--- config.mk ---
export PLATFORM = sky130hd
export DESIGN_NAME = awgn_urng_ctrl
export DESIGN_NICKNAME = d
export VERILOG_FILES = /design/src/rtl/awgn_urng_ctrl.sv
export SDC_FILE = /design/constraint.sdc
export NUM_CORES = 1
export LEC_CHECK = 0
export CAP_MARGIN = 20
export CELL_PAD_IN_SITES_DETAIL_PLACEMENT = 0
export CELL_PAD_IN_SITES_GLOBAL_PLACEMENT = 1
export CORE_UTILIZATION = 39
export DETAILED_ROUTE_END_ITERATION = 8
export GPL_TIMING_DRIVEN = 1
export PLACE_DENSITY = 0.94
export SYNTH_ARGS = -nofsm -noshare
export SYNTH_HDL_FRONTEND = slang
export SYNTH_SLANG_ARGS = --single-unit
export TNS_END_PERCENT = 30
--- constraint.sdc ---
create_clock -name clk -period 16.8 [get_ports clk]
set_input_delay 5.04 -clock clk [delete_from_list [all_inputs] [get_ports clk]]
set_output_delay 5.04 -clock clk [all_outputs]
set_load 0.02 [all_outputs]
--- src/rtl/awgn_urng_ctrl.sv ---
// awgn_urng_ctrl: seed store, load/warm-up sequencer and 2-entry output buffer
// for the dual Tausworthe URNG pair that feeds the Box-Muller AWGN datapath.
module awgn_urng_ctrl #(
  parameter int WARMUP = 16,
  parameter int W      = 32
) (
  input  logic         clk,
  input  logic         reset,
  input  logic         cfg_wr,
  input  logic [2:0]   cfg_addr,
  input  logic [W-1:0] cfg_wdata,
  input  logic         start,
  input  logic         stop,
  output logic         urng_rst,
  output logic         urng_en,
  output logic [W-1:0] urng_seed1,
  output logic [W-1:0] urng_seed2,
  output logic [W-1:0] urng_seed3,
  output logic [W-1:0] urng_seed4,
  output logic [W-1:0] urng_seed5,
  output logic [W-1:0] urng_seed6,
  input  logic [W-1:0] urng_a,
  input  logic [W-1:0] urng_b,
  output logic         out_valid,
  input  logic         out_ready,
  output logic [W-1:0] out_a,
  output logic [W-1:0] out_b,
  output logic         busy,
  output logic         seed_err,
  output logic [31:0]  sample_cnt
);

  typedef enum logic [1:0] {IDLE, LOAD, WARM, RUN} state_t;

  state_t       state;
  logic [7:0]   warm_cnt;
  logic [W-1:0] fa [2];
  logic [W-1:0] fb [2];
  logic         wr_ptr, rd_ptr;
  logic [1:0]   fifo_cnt;
  logic         seeds_ok, go, push, pop;

  // Each Tausworthe component needs its seed above a minimum or it degenerates
  assign seeds_ok = (urng_seed1 >= W'(2))  && (urng_seed4 >= W'(2))  &&
                    (urng_seed2 >= W'(8))  && (urng_seed5 >= W'(8))  &&
                    (urng_seed3 >= W'(16)) && (urng_seed6 >= W'(16));

  // stop has priority over start in IDLE
  assign go        = (state == IDLE) && start && !stop;
  assign out_valid = (fifo_cnt != 2'd0);
  assign pop       = out_valid && out_ready;
  // Advance only when the sample can be kept; a pop frees the slot this edge
  assign urng_en   = !stop && ((state == WARM) ||
                     ((state == RUN) && ((fifo_cnt < 2'd2) || pop)));
  assign push      = urng_en && (state == RUN);
  assign out_a     = fa[rd_ptr];
  assign out_b     = fb[rd_ptr];

  // Sequencer: IDLE -> LOAD -> WARM (WARMUP cycles) -> RUN, stop aborts
  always_ff @(posedge clk) begin
    if (reset) begin
      state    <= IDLE;
      warm_cnt <= 8'd0;
      urng_rst <= 1'b1;
      busy     <= 1'b0;
      seed_err <= 1'b0;
    end else if (stop && state != IDLE) begin
      state    <= IDLE;
      urng_rst <= 1'b1;
      busy     <= 1'b0;
    end else begin
      case (state)
        IDLE: if (go) begin
          if (!seeds_ok) begin
            seed_err <= 1'b1;
          end else begin
            seed_err <= 1'b0;
            state    <= LOAD;
            busy     <= 1'b1;
          end
        end
        LOAD: begin
          state    <= WARM;
          warm_cnt <= 8'(WARMUP);
          urng_rst <= 1'b0;
        end
        WARM: begin
          if (warm_cnt == 8'd1) state <= RUN;
          else                  warm_cnt <= warm_cnt - 8'd1;
        end
        default: ;
      endcase
    end
  end

  // Seed registers, writable only while idle so a run never sees them move
  always_ff @(posedge clk) begin
    if (reset) begin
      urng_seed1 <= '0; urng_seed2 <= '0; urng_seed3 <= '0;
      urng_seed4 <= '0; urng_seed5 <= '0; urng_seed6 <= '0;
    end else if (cfg_wr && state == IDLE) begin
      case (cfg_addr)
        3'd0: urng_seed1 <= cfg_wdata;
        3'd1: urng_seed2 <= cfg_wdata;
        3'd2: urng_seed3 <= cfg_wdata;
        3'd3: urng_seed4 <= cfg_wdata;
        3'd4: urng_seed5 <= cfg_wdata;
        3'd5: urng_seed6 <= cfg_wdata;
        default: ;
      endcase
    end
  end

  // Handshake counter, cleared by an accepted start
  always_ff @(posedge clk) begin
    if (reset)                      sample_cnt <= 32'd0;
    else if (go && seeds_ok)        sample_cnt <= 32'd0;
    else if (pop)                   sample_cnt <= sample_cnt + 32'd1;
  end

  // 2-entry in-order buffer; a push at full only happens alongside a pop,
  // so it lands in the slot being vacated
  always_ff @(posedge clk) begin
    if (reset) begin
      fa[0] <= '0; fa[1] <= '0; fb[0] <= '0; fb[1] <= '0;
      wr_ptr <= 1'b0; rd_ptr <= 1'b0; fifo_cnt <= 2'd0;
    end else if (stop && state != IDLE) begin
      wr_ptr <= 1'b0; rd_ptr <= 1'b0; fifo_cnt <= 2'd0;
    end else begin
      if (push) begin
        fa[wr_ptr] <= urng_a;
        fb[wr_ptr] <= urng_b;
        wr_ptr     <= ~wr_ptr;
      end
      if (pop) rd_ptr <= ~rd_ptr;
      case ({push, pop})
        2'b10:   fifo_cnt <= fifo_cnt + 2'd1;
        2'b01:   fifo_cnt <= fifo_cnt - 2'd1;
        default: ;
      endcase
    end
  end

endmodule
==> results of run 1 <==
==> synthesized netlist by cell type, types with 2 or more instances <==
master	instances
nand4_1	18
inv_1	10
xnor2_1	17
or3_1	2
nor4_1	40
xor2_1	23
or3_2	3
nand3b_1	3
ha_1	8
nor2_1	68
a21oi_1	196
o21ai_0	6
nand2_1	406
nand3_1	15
nor3b_1	2
mux2i_1	3
edfxtp_1	128
dfxtp_1	242
nor2b_1	3
mux2_2	65
nor3_1	9
and4_1	4
and3_1	5
or2_2	5
nand2b_1	3
buf_2	3
and2_1	134
clkbuf_1	81
==> state kept, by name, summed over array words and instances (netlist names), named ones only <==
register,count
busy,1
fa,64
fb,64
fifo_cnt,2
rd_ptr,1
sample_cnt,32
seed_err,1
state,2
urng_rst,1
urng_seed1,32
urng_seed2,32
urng_seed3,32
urng_seed4,32
urng_seed5,32
urng_seed6,32
warm_cnt,8
wr_ptr,1
==> layout make-up <==
| cell class | count | area (um2) | area share, % |
|---|---|---|---|
| Antenna cell | 1 | 2.50 | 0.0122 |
| Sequential cell | 370 | 8690 | 42.3 |
| Clock buffer | 60 | 1210 | 5.89 |
| Clock inverter | 13 | 93.8 | 0.457 |
| Inverter | 10 | 37.5 | 0.183 |
| Tap cell | 504 | 631 | 3.07 |
| Multi-Input combinational cell | 1052 | 5740 | 27.9 |
| Timing Repair Buffer | 415 | 4150 | 20.2 |
==> how the worst min path moves through the flow <==
stage	from	endpoint	slack, ps	depth (start not counted)
floorplan	state[1]	state[1]	470	2
global placement	urng_seed4[0]	urng_seed4[0]	440	2
detailed placement	urng_seed4[0]	urng_seed4[0]	450	2
CTS	urng_seed4[0]	urng_seed4[0]	450	2
global route	urng_seed5[2]	urng_seed5[2]	480	2
finish	urng_seed4[0]	urng_seed4[0]	450	2
==> kinds of logic (layout without fill, tap and decap cells) <==
group	Yosys count	in the layout	synth area share, %
buf+inv	95	498	2.51
mux	68	68	5.17
flops	370	370	58.9
xor+xnor	40	40	2.38
other cells	0	1	0
fa+ha+maj	8	8	0.679
compound gates	211	211	7.54
simple gates	725	725	22.8
==> metal layers <==
| layer | GRT usage, % | wire length [um] | vias up |
|---|---|---|---|
| met3 | 7.44 | 4380 | 72 |
| met4 | 9.11 | 1240 | 0 |
| met2 | 39.3 | 22100 | 444 |
| met5 | 0 | 0 | - |
| li1 | - | - | 5873 |
| met1 | 28.8 | 18600 | 5920 |
==> placed cells by master, fill, tap and decap left out, types with 18 or more instances in the layout <==
| cell | instances |
|---|---|
| clkdlybuf4s50_1 | 396 |
| and2_1 | 134 |
| nor4_1 | 40 |
| xor2_1 | 23 |
| nor2_1 | 65 |
| nand4_1 | 18 |
| edfxtp_1 | 128 |
| mux2_2 | 65 |
| a21oi_1 | 196 |
| dfxtp_1 | 241 |
| clkbuf_16 | 43 |
| nand2_1 | 406 |
==> report_power, final <==
group	total [uW]	internal, uW	switching, uW
registers	971	953	18.3
clock network	872	514	358
logic	210	88.3	122
total	2050	1560	498
==> tightest hold or removal path, stage by stage, from the launching register on <==
cell	delay, ps
dfxtp_1	300
nand2_1	50
a21oi_1	50
==> stage by stage <==
| stage | util, % | instances | power [uW] |
|---|---|---|---|
| 2_1_floorplan | - | 1517 | 1090 |
| 3_3_place_gp | 52.0 | 2347 | 1190 |
| 3_5_place_dp | 52.1 | 2349 | 1200 |
| 4_1_cts | 55.6 | 2422 | 2080 |
| 5_1_grt | 55.7 | 2424 | 2130 |
| 6_report | 55.7 | 2425 | 2050 |
==> metrics.cfg, run 1 <==
[placed_design]
place.gp.congestion = 0.852
dp_slack_ps = 5190
place_area_mm2 = 0.0192
io_buffers = 397
dp_hpwl_mm = 32.1

[worst_setup_path]
worst_setup_path_start_kind = input port
path_cells = clkdlybuf4s50_1 -> nand2b_1 -> a21oi_1 -> nor2_1 -> clkdlybuf4s50_1
cp.arrival_ps = 6590
critPathMaxStageDelay_ps = 620
cp.depth = 5
critPathTopFamily = buffers and inverters
crit_slowest_cell = clkdlybuf4s50_1
crit_start = out_ready
ff2ff_setup_slack_ps = 13860
setup.worst_path.class = input port to output pin
endpoint_kind = output pin
critPathRequiredTime_ps = 11760
cpMostUsedCell = clkdlybuf4s50_1
path_max_fanout = 4
rr_worst_depth = 9
worst-path-buf-inv = 2
critPathCapture = urng_en
r2r_end = sample_cnt[5]
r2r-start = state[0]

[timing]
setup_viol = 0
rsz0062_at_grt = false
fin_crit_ps = 11630
skew_ps = 15.0
report.final.slew_viol_count = 0
worst_slack_ps = 5170
tightest_slew_ps = 1050
hold_viol = 0
relSlewSlack_pct = 29.7
fmax_ghz = 0.0860
hold_ws_ps = 453
period_share_pct = 69.2
tns_ps = 0

[final_layout]
layout-drive-gt1-share_pct = 8.80
fillCellCount = 3113
fin_nets = 2003
synthToLayoutAreaGrowth_pct = 39.4
fin_area_mm2 = 0.0205

[synth]
ys_warn_count = 0
synthDistinctLibCells = 43
ys.flop_type = dfxtp_1
syn_inst = 1517
synth_nets = 1630
ys_async_sr_fraction_pct = 0
syn_area_per_cell_um2 = 9.72
yosysSeqAreaShare_pct = 58.9
synthTopCellsByArea = dfxtp_1 (33%), edfxtp_1 (26%), nand2_1 (10%)
netlist_area_mm2 = 0.0147
yosysTopAreaCell = dfxtp_1
synth_edf_count = 128
synth_top_area_share_pct = 32.9
synth-seq-cells = 370

[global_route]
grt_pass1_wl_mm = 70.4
antenna_found_initial = 0
grt_max_degree = 104
grt_overflow = 0
grt_usage_pct = 23.7
grt_pass1_vias = 12331

[clocking]
cts-resized-gates = 0
hold_buffers = 0
clk_latency_ps = 560
ctsLongestPathBuffers = 3
root_buffer = clkbuf_16
clkSinkCount = 370
postCtsSetupRepairBufs = 0
tritoncts = yes
clk_pin_slew_ps = 60
numCtsBuffers = 41
h-tree-depth = 2

[die]
design.die.area_mm2 = 0.0386
die_h_um = 196
die_w_um = 196
io-pin-count = 398
rows = 70
core_area_mm2 = 0.0369
start_util_pct = 40.0

[drt]
dr.pass1.iters = 4
vias = 12309
wl_mm = 46.3
antenna_left = 0
drc = 0
wire_per_inst_um = 19.1
drt_iter0_markers = 591
viasPerCell = 5.08

[job]
cap_violations = 0

[power_and_ir_drop]
power.static_leakage_uw = 0.00716
power_density_mw_per_mm2 = 99.9
ir_worst_vdd_v = 0.0000665

[run_status]
status = finished clean

[min_path]
min-delay-path-class = flop to flop

No activity file was read; power rests on OpenSTA's default activity.
==> run 2: changes to the inputs <==
Settings changed: CORE_UTILIZATION 39 to 33, PLACE_DENSITY 0.94 to 0.85.
Clock period 16.8 ns to 10.6 ns, I/O delays scaled along.
==> run 2 against run 1 <==
  * Register-to-register slack worse by 6000 ps
  * Core utilization down 8.8 points
  * Via count is 0.54% lower
  * Critical endpoint unchanged
==> metrics.cfg, run 2 (synthesis gave the netlist of run 1 again) <==
[final_layout]
largestRegisters = fa (64), fb (64)
layout-drive-gt1-share_pct = 8.80
fin_util_pct = 47.0
fin_nets = 2003
antenna_cells = 0
synthToLayoutAreaGrowth_pct = 40.6
final_cell_mix = nand2_1 (406), clkdlybuf4s50_1 (396), dfxtp_1 (241), a21oi_1 (196), and2_1 (134)
final_common_cell = nand2_1
fillCellCount = 4183

[worst_setup_path]
crit_slowest_cell = clkdlybuf4s50_1
endpoint_kind = output pin
cpMostUsedCell = clkdlybuf4s50_1
path_max_fanout = 4
worst_setup_path_start_kind = input port
critPathTopFamily = buffers and inverters
critPathMaxStageDelay_ps = 690
cp.arrival_ps = 4810
setup.worst_path.class = input port to output pin
path_cells = clkdlybuf4s50_1 -> nand2b_1 -> a21oi_1 -> nor2_1 -> clkdlybuf4s50_1
critPathRequiredTime_ps = 7420
worst-path-buf-inv = 2

[timing]
hold_ws_ps = 460
relSlewSlack_pct = 30.1
fin_crit_ps = 7990
period_share_pct = 75.4
setup_viol = 0
skew_ps = 23.7
hold_viol = 0
report.final.slew_viol_count = 0
tightest_slew_ps = 1040
tns_ps = 0
fmax_ghz = 0.125
rsz0062_at_grt = false

[die]
start_util_pct = 33.4
die_h_um = 213
rows = 77
io-pin-count = 398
die_w_um = 213
core_area_mm2 = 0.0441
design.die.area_mm2 = 0.0455

[global_route]
grt_pass1_vias = 11962
grt_overflow = 0
grt_max_degree = 107
grt_pass1_wl_mm = 70.1
antenna_found_initial = 2
grt_usage_pct = 20.2

[power_and_ir_drop]
power.static_leakage_uw = 0.00717
switching_share_pct = 24.2
p_seq_share_pct = 46.4
power.internal_uw = 2520
p_switching_uw = 804
combPwrFrac_pct = 10.0
clockPowerShare_pct = 43.6
power_density_mw_per_mm2 = 160
ir_worst_vdd_v = 0.000108

[placed_design]
place.gp.congestion = 0.832
dp_hpwl_mm = 33.1
io_buffers = 397

[clocking]
tritoncts = yes
root_buffer = clkbuf_16
clk_pin_slew_ps = 60
numCtsBuffers = 42
postCtsSetupRepairBufs = 0
cts-resized-gates = 0
ctsLongestPathBuffers = 3
clk_latency_ps = 560
h-tree-depth = 2
clkSinkCount = 370
hold_buffers = 0

[run_status]
status = finished clean

[drt]
antenna_left = 0
vias = 12242
dr.pass1.iters = 5
drc = 0
viasPerCell = 4.87
drt_iter0_markers = 745
wire_per_inst_um = 18.9
wl_mm = 47.4

[min_path]
min-delay-path-class = flop to flop

[job]
cap_violations = 0

run 2: cell types whose count changed in the layout (fill, tap and decap cells not counted), sizes merged:
cell and delta:
diode -1, clkinvlp +3, clkinv -1, bufinv +3
buf -1, clkbuf -3
run 2: final timing paths:
kind                                    start              to  slack, ps  cells after the start
worst max-delay path                out_ready         urng_en       2610                      5
worst min-delay path            urng_seed6[2]   urng_seed6[2]        460                      2
worst max register to register       state[0]  sample_cnt[17]       7870                      9
worst min register to register  urng_seed6[2]   urng_seed6[2]        460                      2
run 2: worst register-to-register path, delay by kind of cell (launching register included):
| kind | cells | cell delay (ps) |
|---|---|---|
| AOI/OAI and AO/OA | 2 | 340 |
| adders and majority gates | 1 | 400 |
| buffers and inverters | 2 | 470 |
| DFF | 1 | 340 |
| and+or+nand+nor | 4 | 1070 |
run 2: layer usage:
metal / GRT usage [%] / up-vias / routed length [um]
met3: 8.33 / 72 / 5200
met1: 23.9 / 5864 / 19100
met5: 0 / - / 27
met2: 32.8 / 422 / 21800
li1: - / 5880 / -
met4: 7.36 / 4 / 1310
run 2: through the flow:
step / instances / worst slack, ps / cell area (um2) / total power, uW
2_1_floorplan: 1517 / 1620 / 14700 / 1730
3_3_place_gp: 2435 / 2630 / 19300 / 1900
3_5_place_dp: 2437 / 2650 / 19300 / 1900
4_1_cts: 2512 / 2640 / 20700 / 3360
5_1_grt: 2513 / 2560 / 20700 / 3440
6_report: 2513 / 2610 / 20700 / 3320
run 2: power by group through the flow:
stage / clock (uW) / combinational (uW) / sequential, uW
5_1_grt: 1540 / 359 / 1540
2_1_floorplan: 0 / 138 / 1590
3_3_place_gp: 0 / 329 / 1570
6_report: 1450 / 333 / 1540
3_5_place_dp: 0 / 335 / 1570
4_1_cts: 1480 / 337 / 1540
run 2: final cells by class:
| class | instances | area, um2 | area share [%] |
|---|---|---|---|
| clock buffer | 57 | 1160 | 5.59 |
| sequential | 370 | 8690 | 41.9 |
| inverter | 10 | 37.5 | 0.181 |
| multi-input combinational | 1052 | 5740 | 27.7 |
| timing repair buffer | 414 | 4150 | 20.0 |
| tap | 592 | 741 | 3.58 |
| clock inverter | 18 | 206 | 0.996 |
==> run 3: changes to the inputs <==
Settings changed: CORE_UTILIZATION 33 to 36, PLACE_DENSITY 0.85 to 0.88.
Clock period 10.6 ns to 8.04 ns, I/O delays scaled along.
==> run 3 against run 2 <==
  * Flip-flop and latch count is the same
  * Combinational power up 32%
  * Hold slack lost 3.3 ps
  * Sequential power increased by 32%
  * First-iteration DRC count is 14% lower
  * Non-clock buffer count is the same
  * Critical path depth unchanged
  * Cell count fell by 2.7%
  * Global-route usage grew 1.9 points
  * Sequential share of layout area grew 0.31 points
  * Via count barely moved
  * Largest cell class unchanged
==> metrics.cfg, run 3 (synthesis gave the netlist of run 1 again) <==
[power_and_ir_drop]
power.static_leakage_uw = 0.00715
ir_worst_vdd_v = 0.000152
p_total_uw = 4330
power_density_mw_per_mm2 = 211

[drt]
viasPerCell = 5.01
vias = 12252
drt_iter0_markers = 642
drc = 0
wl_mm = 47.5
wire_per_inst_um = 19.4
antenna_left = 0
dr.pass1.iters = 5

[timing]
tns_ps = 0
relSlewSlack_pct = 32.3
fmax_ghz = 0.155
hold_ws_ps = 456
period_share_pct = 80.2
report.final.slew_viol_count = 0
skew_ps = 11.9
setup_viol = 0
tightest_slew_ps = 1010
fin_crit_ps = 6450
hold_viol = 0
rsz0062_at_grt = false

[run_status]
status = finished clean

[die]
io-pin-count = 398
rows = 73
core_area_mm2 = 0.0401
start_util_pct = 36.8
die_w_um = 204
design.die.area_mm2 = 0.0418
die_h_um = 204

[clocking]
numCtsBuffers = 41
clkSinkCount = 370
tritoncts = yes
cts-resized-gates = 0
hold_buffers = 0
postCtsSetupRepairBufs = 0
ctsLongestPathBuffers = 3
clk_pin_slew_ps = 60
root_buffer = clkbuf_16
h-tree-depth = 2
clk_latency_ps = 560

[final_layout]
final_common_cell = nand2_1
synthToLayoutAreaGrowth_pct = 39.5
fin_area_mm2 = 0.0206
final_cell_mix = nand2_1 (406), clkdlybuf4s50_1 (396), dfxtp_1 (241), a21oi_1 (196), and2_1 (134)
fillCellCount = 3566
fin_nets = 2002
largestRegisters = fa (64), fb (64)
layout-drive-gt1-share_pct = 8.76

[worst_setup_path]
endpoint_kind = output pin
critPathRequiredTime_ps = 5630
cp.arrival_ps = 4040
ff2ff_setup_slack_ps = 5050
setup.worst_path.class = input port to output pin
worst_setup_path_start_kind = input port
path_max_fanout = 4

[global_route]
grt_pass1_wl_mm = 70.6
grt_usage_pct = 22.1
grt_overflow = 0
grt_max_degree = 126
antenna_found_initial = 1
grt_pass1_vias = 12099

[min_path]
min-delay-path-class = flop to flop

[placed_design]
io_buffers = 397
dp_hpwl_mm = 32.9
place.gp.congestion = 0.857
place_area_mm2 = 0.0192

[job]
cap_violations = 0

==> run 3: changes by cell type in the layout (fill, tap and decap cells not counted), sizes merged <==
cell      before  now
bufinv         4    2
clkbuf        57   58
clkinv         9    8
clkinvlp       3    2
diode          0    2
==> run 3: area by class of cell <==
type,instances,area [um2],area share (%)
Timing Repair Buffer,414,4120,20.0
Clock inverter,14,133,0.645
Inverter,10,37.5,0.183
Sequential cell,370,8690,42.2
Tap cell,525,657,3.19
Antenna cell,2,5.00,0.0243
Clock buffer,58,1190,5.80
Multi-Input combinational cell,1052,5740,27.9
==> run 3: per-stage QoR <==
stage / utilization, % / instances / setup slack [ps]
floorplan: - / 1517 / -171
global placement: 47.9 / 2369 / 1650
detailed placement: 48.0 / 2371 / 1600
CTS: 51.3 / 2443 / 1590
global route: 51.3 / 2443 / 1500
finish: 51.3 / 2445 / 1590
==> run 3: critical path: stages <==
cell and delay [ps]:
clkdlybuf4s50_1 550, nand2b_1 140, a21oi_1 80, nor2_1 210, clkdlybuf4s50_1 640
==> run 3: final timing paths <==
check                      from             end  cells after the start
setup / recovery      out_ready         urng_en                      5
hold / removal    urng_seed2[2]   urng_seed2[2]                      2
setup reg to reg       state[1]  sample_cnt[26]                      9
hold reg to reg   urng_seed2[2]   urng_seed2[2]                      2
==> run 3: report_power, final <==
part / switching, uW / total (uW) / internal, uW
registers: 38.3 / 2030 / 1990
clock network: 766 / 1860 / 1100
logic: 256 / 439 / 183
total: 1060 / 4330 / 3270
==> run 3: per-layer routing <==
metal	track usage [%]	routed length [um]	vias up
met3	6.79	4480	76
met4	7.68	1200	0
met1	27.4	19500	5859
li1	-	-	5862
met5	0	0	-
met2	36.2	22300	455
